$ cat config.mk
export PLATFORM = sky130hd
export DESIGN_NAME = div_iter
export DESIGN_NICKNAME = d
export VERILOG_FILES = /design/src/rtl/div_pkg.sv /design/src/rtl/div_lzc.sv /design/src/rtl/div_iter.sv
export SDC_FILE = /design/constraint.sdc
export NUM_CORES = 1
export LEC_CHECK = 0
export ABC_CLOCK_PERIOD_IN_PS = 13400
export CORE_MARGIN = 4
export CORE_UTILIZATION = 60
export DETAILED_ROUTE_END_ITERATION = 6
export PLACE_DENSITY = 0.83
export SYNTH_ARGS = -nofsm -noshare
export SYNTH_HDL_FRONTEND = slang
export SYNTH_SLANG_ARGS = --single-unit
export TNS_END_PERCENT = 10
$ cat constraint.sdc
create_clock -name clk -period 13.4 [get_ports clk]
set_clock_uncertainty 0.15 [all_clocks]
set_input_delay 2.68 -clock clk [delete_from_list [all_inputs] [get_ports clk]]
set_output_delay 2.68 -clock clk [all_outputs]
set_load 0.01 [all_outputs]
$ cat src/rtl/div_pkg.sv
// Shared definitions for the iterative divider: state encoding, the
// divide-by-zero quotient constant and a conditional two's-complement helper.
// Helpers operate on DIV_MAX_W bits; callers zero-extend and truncate, so
// any WIDTH up to DIV_MAX_W is supported.
package div_pkg;

  typedef enum logic [1:0] {
    IDLE = 2'd0,
    RUN  = 2'd1,
    DONE = 2'd2
  } div_state_t;

  localparam int DIV_MAX_W = 64;

  // Quotient reported for a zero divisor (all ones at any width after truncation)
  localparam logic [DIV_MAX_W-1:0] DIV_ZERO_LO = '1;

  // Two's-complement negate when neg is set; the low bits are correct for any
  // narrower operand that was zero-extended into DIV_MAX_W bits.
  function automatic logic [DIV_MAX_W-1:0] cond_negate(input logic [DIV_MAX_W-1:0] v,
                                                       input logic neg);
    return neg ? (~v + DIV_MAX_W'(1)) : v;
  endfunction

endpackage

$ cat src/rtl/div_lzc.sv
// Combinational leading-zero counter. count == WIDTH when value is zero.
module div_lzc #(
  parameter int WIDTH = 32
) (
  input  logic [WIDTH-1:0]       value,
  output logic [$clog2(WIDTH):0] count
);

  logic found;

  // Scan from the MSB, counting zeros until the first set bit
  always_comb begin
    count = '0;
    found = 1'b0;
    for (int i = WIDTH - 1; i >= 0; i--) begin
      if (!found) begin
        if (value[i]) found = 1'b1;
        else          count = count + 1'b1;
      end
    end
  end

endmodule

$ cat src/rtl/div_iter.sv
// Iterative restoring divider for DIV/DIVU: one quotient bit per cycle,
// start/busy/done handshake, divide-by-zero flag, per-op signed mode.
// Optional build macro DIV_EARLY_TERM_EN: skip the dividend's leading zeros
// so small dividends finish early (results identical, latency shorter).
import div_pkg::*;

module div_iter #(
  parameter int WIDTH = 32
) (
  input  logic             clk,
  input  logic             reset,
  input  logic             start,
  input  logic             signed_op,
  input  logic [WIDTH-1:0] srcA,
  input  logic [WIDTH-1:0] srcB,
  output logic             busy,
  output logic             done,
  output logic             div_zero,
  output logic [WIDTH-1:0] hi,
  output logic [WIDTH-1:0] lo
);

  localparam int CNT_W = $clog2(WIDTH) + 1;

  div_state_t       state;
  logic             sign_a;
  logic             sign_b;
  logic [WIDTH-1:0] divisor;
  logic [WIDTH-1:0] num;
  logic [WIDTH-1:0] rem;
  logic [WIDTH-1:0] q;
  logic [CNT_W-1:0] cnt;

  logic             sign_a_in;
  logic             sign_b_in;
  logic [WIDTH-1:0] abs_a;
  logic [WIDTH-1:0] abs_b;
  logic [WIDTH-1:0] num_init;
  logic [CNT_W-1:0] n_init;

  // Operand signs and magnitudes at accept time
  assign sign_a_in = signed_op & srcA[WIDTH-1];
  assign sign_b_in = signed_op & srcB[WIDTH-1];
  assign abs_a     = WIDTH'(cond_negate(DIV_MAX_W'(srcA), sign_a_in));
  assign abs_b     = WIDTH'(cond_negate(DIV_MAX_W'(srcB), sign_b_in));

`ifdef DIV_EARLY_TERM_EN
  logic [CNT_W-1:0] lz;

  div_lzc #(.WIDTH(WIDTH)) u_lzc (
    .value(abs_a),
    .count(lz)
  );

  // Leading zeros would only produce zero quotient bits, so shift them out up front
  assign num_init = abs_a << lz;
  assign n_init   = CNT_W'(WIDTH) - lz;
`else
  assign num_init = abs_a;
  assign n_init   = CNT_W'(WIDTH);
`endif

  // One restoring step. The partial remainder stays below the divisor, so it
  // fits WIDTH bits; only the shifted value needs the extra bit for the compare.
  logic [WIDTH:0]   rem_sh;
  logic             ge;
  logic [WIDTH-1:0] rem_nx;
  logic [WIDTH-1:0] q_nx;

  assign rem_sh = {rem, num[WIDTH-1]};
  assign ge     = rem_sh >= {1'b0, divisor};
  assign rem_nx = ge ? WIDTH'(rem_sh - {1'b0, divisor}) : rem_sh[WIDTH-1:0];
  assign q_nx   = WIDTH'({q, ge});

  // Control FSM and datapath registers; outputs are registered
  always_ff @(posedge clk or posedge reset) begin
    if (reset) begin
      state    <= IDLE;
      busy     <= 1'b0;
      done     <= 1'b0;
      div_zero <= 1'b0;
      hi       <= '0;
      lo       <= '0;
      sign_a   <= 1'b0;
      sign_b   <= 1'b0;
      divisor  <= '0;
      num      <= '0;
      rem      <= '0;
      q        <= '0;
      cnt      <= '0;
    end else begin
      done <= 1'b0;
      case (state)
        IDLE, DONE: begin
          if (start) begin
            div_zero <= 1'b0;
            sign_a   <= sign_a_in;
            sign_b   <= sign_b_in;
            divisor  <= abs_b;
            num      <= num_init;
            rem      <= '0;
            q        <= '0;
            cnt      <= n_init;
            if (srcB == '0) begin
              state    <= DONE;
              done     <= 1'b1;
              div_zero <= 1'b1;
              hi       <= srcA;
              lo       <= WIDTH'(DIV_ZERO_LO);
            end else if (n_init == '0) begin
              state <= DONE;
              done  <= 1'b1;
              hi    <= '0;
              lo    <= '0;
            end else begin
              state <= RUN;
              busy  <= 1'b1;
            end
          end else begin
            state <= IDLE;
          end
        end
        RUN: begin
          num <= num << 1;
          rem <= rem_nx;
          q   <= q_nx;
          cnt <= cnt - CNT_W'(1);
          if (cnt == CNT_W'(1)) begin
            state <= DONE;
            busy  <= 1'b0;
            done  <= 1'b1;
            lo    <= WIDTH'(cond_negate(DIV_MAX_W'(q_nx), sign_a ^ sign_b));
            hi    <= WIDTH'(cond_negate(DIV_MAX_W'(rem_nx), sign_a));
          end
        end
        default: state <= IDLE;
      endcase
    end
  end

endmodule

==> impl_metrics.tcl, run 1 <==
set metrics [dict create \
    final_antenna_net_count 0 \
    yosysUniqueCellTypes 92 \
    r2r_end "hi[28]" \
    period_minus_slack_ns 6.502 \
    wl_per_cell_um 18.62 \
    grt_usage_pct 29.23 \
    drt-initial-drc-count 1093 \
    io_buffers 134 \
    cp_max_fo 74 \
    grt_pass1_wl_um 59620 \
    syn_inst 1581 \
    start_util_pct 61.12 \
    fin_tns_setup_ns 0 \
    gp_congestion 0.9185 \
    layout.area.seq_um2 5105 \
    holdCritPathClass "flop to flop" \
    clock_latency_ns 0.51 \
    cts_inserted_buffers 23 \
    tightest_slew_ns 1.052 \
    fin_crit_sh_pct 48.52 \
    setup_viol 0 \
    syn_area_um2 13340 \
    wirelength_um 36530 \
    path_class "input pin to flop" \
    cts_resized 0 \
    reg2reg_depth 16 \
    grt.overflow.total 0 \
    die_x_um 157.1 \
    areaGrowthSynthToFinish_pct 16.85 \
    status "complete, no violations" \
    ios 135 \
    cts_tree "yes" \
    r2r_setup_slack_ns 7.96 \
    grt_pass1_vias 11670 \
    grt_setup_unrepaired "no" \
    antenna_found_initial 0 \
    root_buffer "clkbuf_16" \
    dp_hpwl_um 26110 \
    relSlewSlack_pct 29.88 \
    first_pass_iters 7 \
    final_cell_mix "dfrtp_1 (204), nand2_1 (184), o21ai_0 (157)" \
    core-area_um2 21820 \
    syn_avg_cell_area_um2 8.436 \
    grt_max_degree 129 \
    nets 1772 \
    dr_total_vias 12380 \
    synth-edff-count 0 \
    drive_gt1_share_pct 5.470 \
    cp.required_ns 13.68 \
    hold_end "divisor[2]" \
    ys_ff_latch 204 \
    clk_pin_slew_ns 0.06 \
    ys_seq_area_share_pct 38.27 \
    synth-async-reset-ratio_pct 100.0 \
    final_common_cell "dfrtp_1" \
    post_cts_buffers 0 \
    drcViolationCount 0 \
    end_kind "flop" \
    r2r-start "rem[6]" \
    insertedDiodeCount 0 \
    startpoint "srcB[3]" \
    cts_buffer_depth 3 \
    synth_nets 1688 \
    hold_depth 2 \
    clkSinkCount 204 \
    dieArea_um2 24680 \
    hold_path_startpoint "divisor[2]" \
    cts_max_level 1 \
    start_kind "input pin" \
    multi_input_area_um2 7617 \
    drv_slew 0 \
    cp.arrival_ns 6.78 \
    drv_cap 0 \
    hold_viol 0 \
    synth_flop_cell "dfrtp_1" \
    fmax_ghz 0.1538 \
    ys_warn_count 0 \
    vias_per_cell 6.310 \
    cts_hold_buf 0 \
    fp-row-count 54 \
    dieHeight_um 157.1 \
    fillCellCount 1711 \
]
registers in the layout, indices dropped and copies added, names as in the netlist, 2 cells and up:
name / cells
rem: 32
lo: 32
cnt: 6
divisor: 32
hi: 32
state: 2
num: 32
q: 31
cells in the mapped netlist (6+ instances only):
master    instances  area (µm²)
nand4_1          10       62.56
and2_1           13       81.33
xor2_1           63       551.8
dfrtp_1         204        5105
nor2b_1           7       43.79
nor2_1          146       548.0
o31ai_1          17       127.6
a22o_1           33       289.0
o41ai_1          13       113.9
nor4_1           16       100.1
o21ai_0         157       785.8
a211oi_1          9       67.56
mux2i_1          21       210.2
o22ai_1          12       75.07
inv_1            59       221.5
xnor2_1          70       613.1
or4_1             9       67.56
o21ai_1          13       65.06
a21o_1            8       60.06
nand3_1          28       140.1
o21a_1            8       60.06
nand2b_1         12       75.07
or3_1            15       93.84
a21oi_1         154       770.7
buf_2             6       30.03
o211ai_1         12       90.09
a31oi_1          28       175.2
nor3_1           28       140.1
ha_1             38       475.5
nand2_1         184       690.7
and3_1           13       81.33
clkbuf_1         67       251.5
layout make-up:
type | count | share of cell area, %
multi-input combinational | 1230 | 48.88
timing repair buffer | 146 | 9.184
clock inverter | 12 | 1.260
sequential | 204 | 32.76
clock buffer | 30 | 4.183
inverter | 60 | 1.493
tap | 280 | 2.248
logic make-up (layout without fill, tap and decap cells):
kind of cell	Yosys count	after routing	synth area share [%]
buffers and inverters	147	248	4.803
XOR/XNOR	133	133	8.734
AND/OR/NAND/NOR	512	512	18.07
adder cells (fa/ha/maj)	39	39	3.715
flip-flops	204	204	38.27
AO/OA/AOI/OAI	520	520	24.41
multiplexers	26	26	1.998
metrics by stage:
step                hold slack (ns)  setup slack, ns  instances  util, %  area (µm²)
floorplan                    0.2947            5.003       1581        -       13340
global placement             0.3117            6.499       1920    67.53       14740
detailed placement           0.3160            6.445       1920    67.53       14740
CTS                          0.3321            6.964       1962    71.41       15580
global route                 0.3520            6.551       1962    71.41       15580
finish                       0.3260            6.898       1962    71.41       15580
metal layers:
metal  track usage (%)  part of all wire, %  vias to the layer above
li1                  -                    -                     5844
met1             42.25                   44                     5881
met2             45.87                   44                      586
met3             4.977                  9.4                       70
met4             8.193                  2.6                        0
met5                 0                    0                        -
critical path, stage by stage:
cell and delay (ns):
clkdlybuf4s50_1 0.46, or3_1 0.42, or3_1 0.38, nand2b_1 0.22, nor2_1 0.32, nand2_1 0.17, nor3_1 0.65, a21oi_2 0.11
buf_4 0.24, inv_2 0.07, buf_4 0.58, o21ai_0 0.23, o21ai_0 0.19
worst max path at each step:
stage / endpoint / slack (ns)
2_1_floorplan: busy / 5.00
3_3_place_gp: hi[9] / 6.50
6_report: hi[22] / 6.90
5_1_grt: hi[22] / 6.55
4_1_cts: hi[9] / 6.96
3_5_place_dp: hi[9] / 6.45
Power of run 1 is left out: the tool's default activity adds up to more than one toggle a clock period on the data nets, which glitch-free logic cannot reach.
==> inputs of run 2 (changes only) <==
--- a/config.mk
+++ b/config.mk
@@ -5,11 +5,11 @@
 export SDC_FILE = /design/constraint.sdc
 export NUM_CORES = 1
 export LEC_CHECK = 0
-export ABC_CLOCK_PERIOD_IN_PS = 13400
+export ABC_CLOCK_PERIOD_IN_PS = 6800
 export CORE_MARGIN = 4
-export CORE_UTILIZATION = 60
+export CORE_UTILIZATION = 58
 export DETAILED_ROUTE_END_ITERATION = 6
-export PLACE_DENSITY = 0.83
+export PLACE_DENSITY = 0.81
 export SYNTH_ARGS = -nofsm -noshare
 export SYNTH_HDL_FRONTEND = slang
 export SYNTH_SLANG_ARGS = --single-unit
==> constraint.sdc (replaced) <==
create_clock -name clk -period 6.8 [get_ports clk]
set_clock_uncertainty 0.15 [all_clocks]
set_input_delay 1.36 -clock clk [delete_from_list [all_inputs] [get_ports clk]]
set_output_delay 1.36 -clock clk [all_outputs]
set_load 0.01 [all_outputs]
==> run 2 against run 1 <==
Compared with the run above: non-clock buffer count up 2; worst hold slack is essentially flat; final cell count increased by 0.31%; via count is 0.92% lower; sequential share of layout area rose by 0.076 points; critical path depth rose by 3; register-to-register slack got worse by 6.4 ns; clock-buffer cell count fell by 1; setup slack got worse by 5.3 ns; global-route usage down 1.6 points; die area is 3.3% higher; largest cell class unchanged.
==> impl_metrics.tcl, run 2 (synthesis results as in run 1) <==
set metrics [dict create \
    vias_per_cell 6.233 \
    use_met1_pct 40.51 \
    timing.hold.ws_ns 0.3262 \
    path_buf_inv 0 \
    antenna_found_initial 0 \
    final_antenna_net_count 0 \
    drt-initial-drc-count 1046 \
    insertedDiodeCount 0 \
    cts_max_level 1 \
    multi_input_area_um2 7617 \
    cts_hold_buf 0 \
    dp_hpwl_um 26300 \
    relSlewSlack_pct 33.90 \
    grt.overflow.total 0 \
    cp.required_ns 7.06 \
    clk_pin_slew_ns 0.06 \
    areaGrowthSynthToFinish_pct 16.58 \
    path_class "flop to flop" \
    final_cells 1968 \
    layout.area.seq_um2 5105 \
    hold_viol 0 \
    fin_crit_sh_pct 76.98 \
    drv_slew 0 \
    holdCritPathClass "flop to flop" \
    tightest_slew_ns 0.9915 \
    post_cts_buffers 0 \
    root_buffer "clkbuf_16" \
    cpMaxStageDelayCell "ha_1" \
    status "complete, no violations" \
    cts_inserted_buffers 23 \
    ios 135 \
    io_buffers 134 \
    die_x_um 159.6 \
    nets 1774 \
    cts_resized 0 \
    grt_setup_unrepaired "no" \
    dr_total_vias 12270 \
    drive_gt1_share_pct 5.466 \
    fin_tns_setup_ns 0 \
    first_pass_iters 6 \
    dieHeight_um 159.6 \
    grt_use_met3_pct 4.723 \
    busiest_layer "met2" \
    grt_pass1_vias 11670 \
    critPathTopFamily "simple AND/OR/NAND/NOR gates" \
    grt_max_degree 149 \
    start_kind "flop" \
    end_kind "flop" \
    cts_tree "yes" \
    gp_congestion 0.9369 \
    cp_max_fo 35 \
    start_util_pct 58.91 \
    drcViolationCount 0 \
    drv_cap 0 \
    critical-path-max-stage-delay_ns 0.48 \
    critical_path.cell_chain "ha_1 -> nand4_1 -> nor3_1 -> o21ai_1 -> a21oi_2 -> nand2b_2 -> nand2_8 -> mux2i_1 -> ha_1 -> nand3b_1 -> nor3_1 -> a2bb2o_1 -> or3_4 -> o31ai_2 -> xnor2_1 -> a221o_1" \
    final_common_cell "dfrtp_1" \
    grt_pass1_wl_um 59420 \
    period_minus_slack_ns 5.234 \
    setup_viol 0 \
    grt_usage_pct 27.60 \
    wl_per_cell_um 18.42 \
    clkSinkCount 204 \
    core-area_um2 22640 \
    wirelength_um 36250 \
    cts_buffer_depth 3 \
    dieArea_um2 25490 \
    fmax_ghz 0.1910 \
    cp.arrival_ns 5.50 \
    clock_latency_ns 0.53 \
    final_cell_mix "dfrtp_1 (204), nand2_1 (184), o21ai_0 (157)" \
    fp-row-count 55 \
    fillCellCount 1819 \
    dp.cells 1927 \
    grt_use_met2_pct 42.61 \
]
## run 2: per-stage QoR
stage                     util (%)  area, µm²  worst slack (ns)
after floorplan                  -      13340             2.025
final                        68.68      15550             1.566
after CTS                    68.68      15550             1.633
after detailed placement     65.22      14770             1.174
after global placement       65.22      14770             1.259
after global routing         68.68      15550             1.238
## run 2: routing by layer
| layer | wire length (µm) | up-vias |
|---|---|---|
| met3 | 3019 | 73 |
| met1 | 16160 | 5806 |
| met4 | 953 | 0 |
| met2 | 16120 | 558 |
| li1 | - | 5830 |
| met5 | 0 | - |
## run 2: final timing paths
| path | start | endpoint | slack, ns | cells past startpoint |
|---|---|---|---|---|
| max in group asynchronous | reset | divisor[27] | 4.03 | 4 |
| worst min-delay path | divisor[27] | divisor[27] | 0.33 | 2 |
| worst max register to register | rem[8] | hi[28] | 1.57 | 16 |
| worst max-delay path | rem[8] | hi[28] | 1.57 | 16 |
| worst min register to register | divisor[27] | divisor[27] | 0.33 | 2 |
| min in group asynchronous | reset | num[8] | 1.25 | 3 |
## run 2: worst reg2reg max path: stages (launching register included)
cell,delay [ns]
dfrtp_1,0.47
ha_1,0.48
nand4_1,0.18
nor3_1,0.24
o21ai_1,0.20
a21oi_2,0.23
nand2b_2,0.34
nand2_8,0.41
mux2i_1,0.36
ha_1,0.27
nand3b_1,0.09
nor3_1,0.24
a2bb2o_1,0.43
or3_4,0.44
o31ai_2,0.21
xnor2_1,0.09
a221o_1,0.30
## run 2: layout make-up
cell class | instances | area share (%)
Tap cell | 285 | 2.293
Timing Repair Buffer | 148 | 9.383
Sequential cell | 204 | 32.83
Inverter | 60 | 1.473
Clock inverter | 12 | 0.9898
Clock buffer | 29 | 4.040
Multi-Input combinational cell | 1230 | 48.99
Power of run 2 is left out for the same reason.
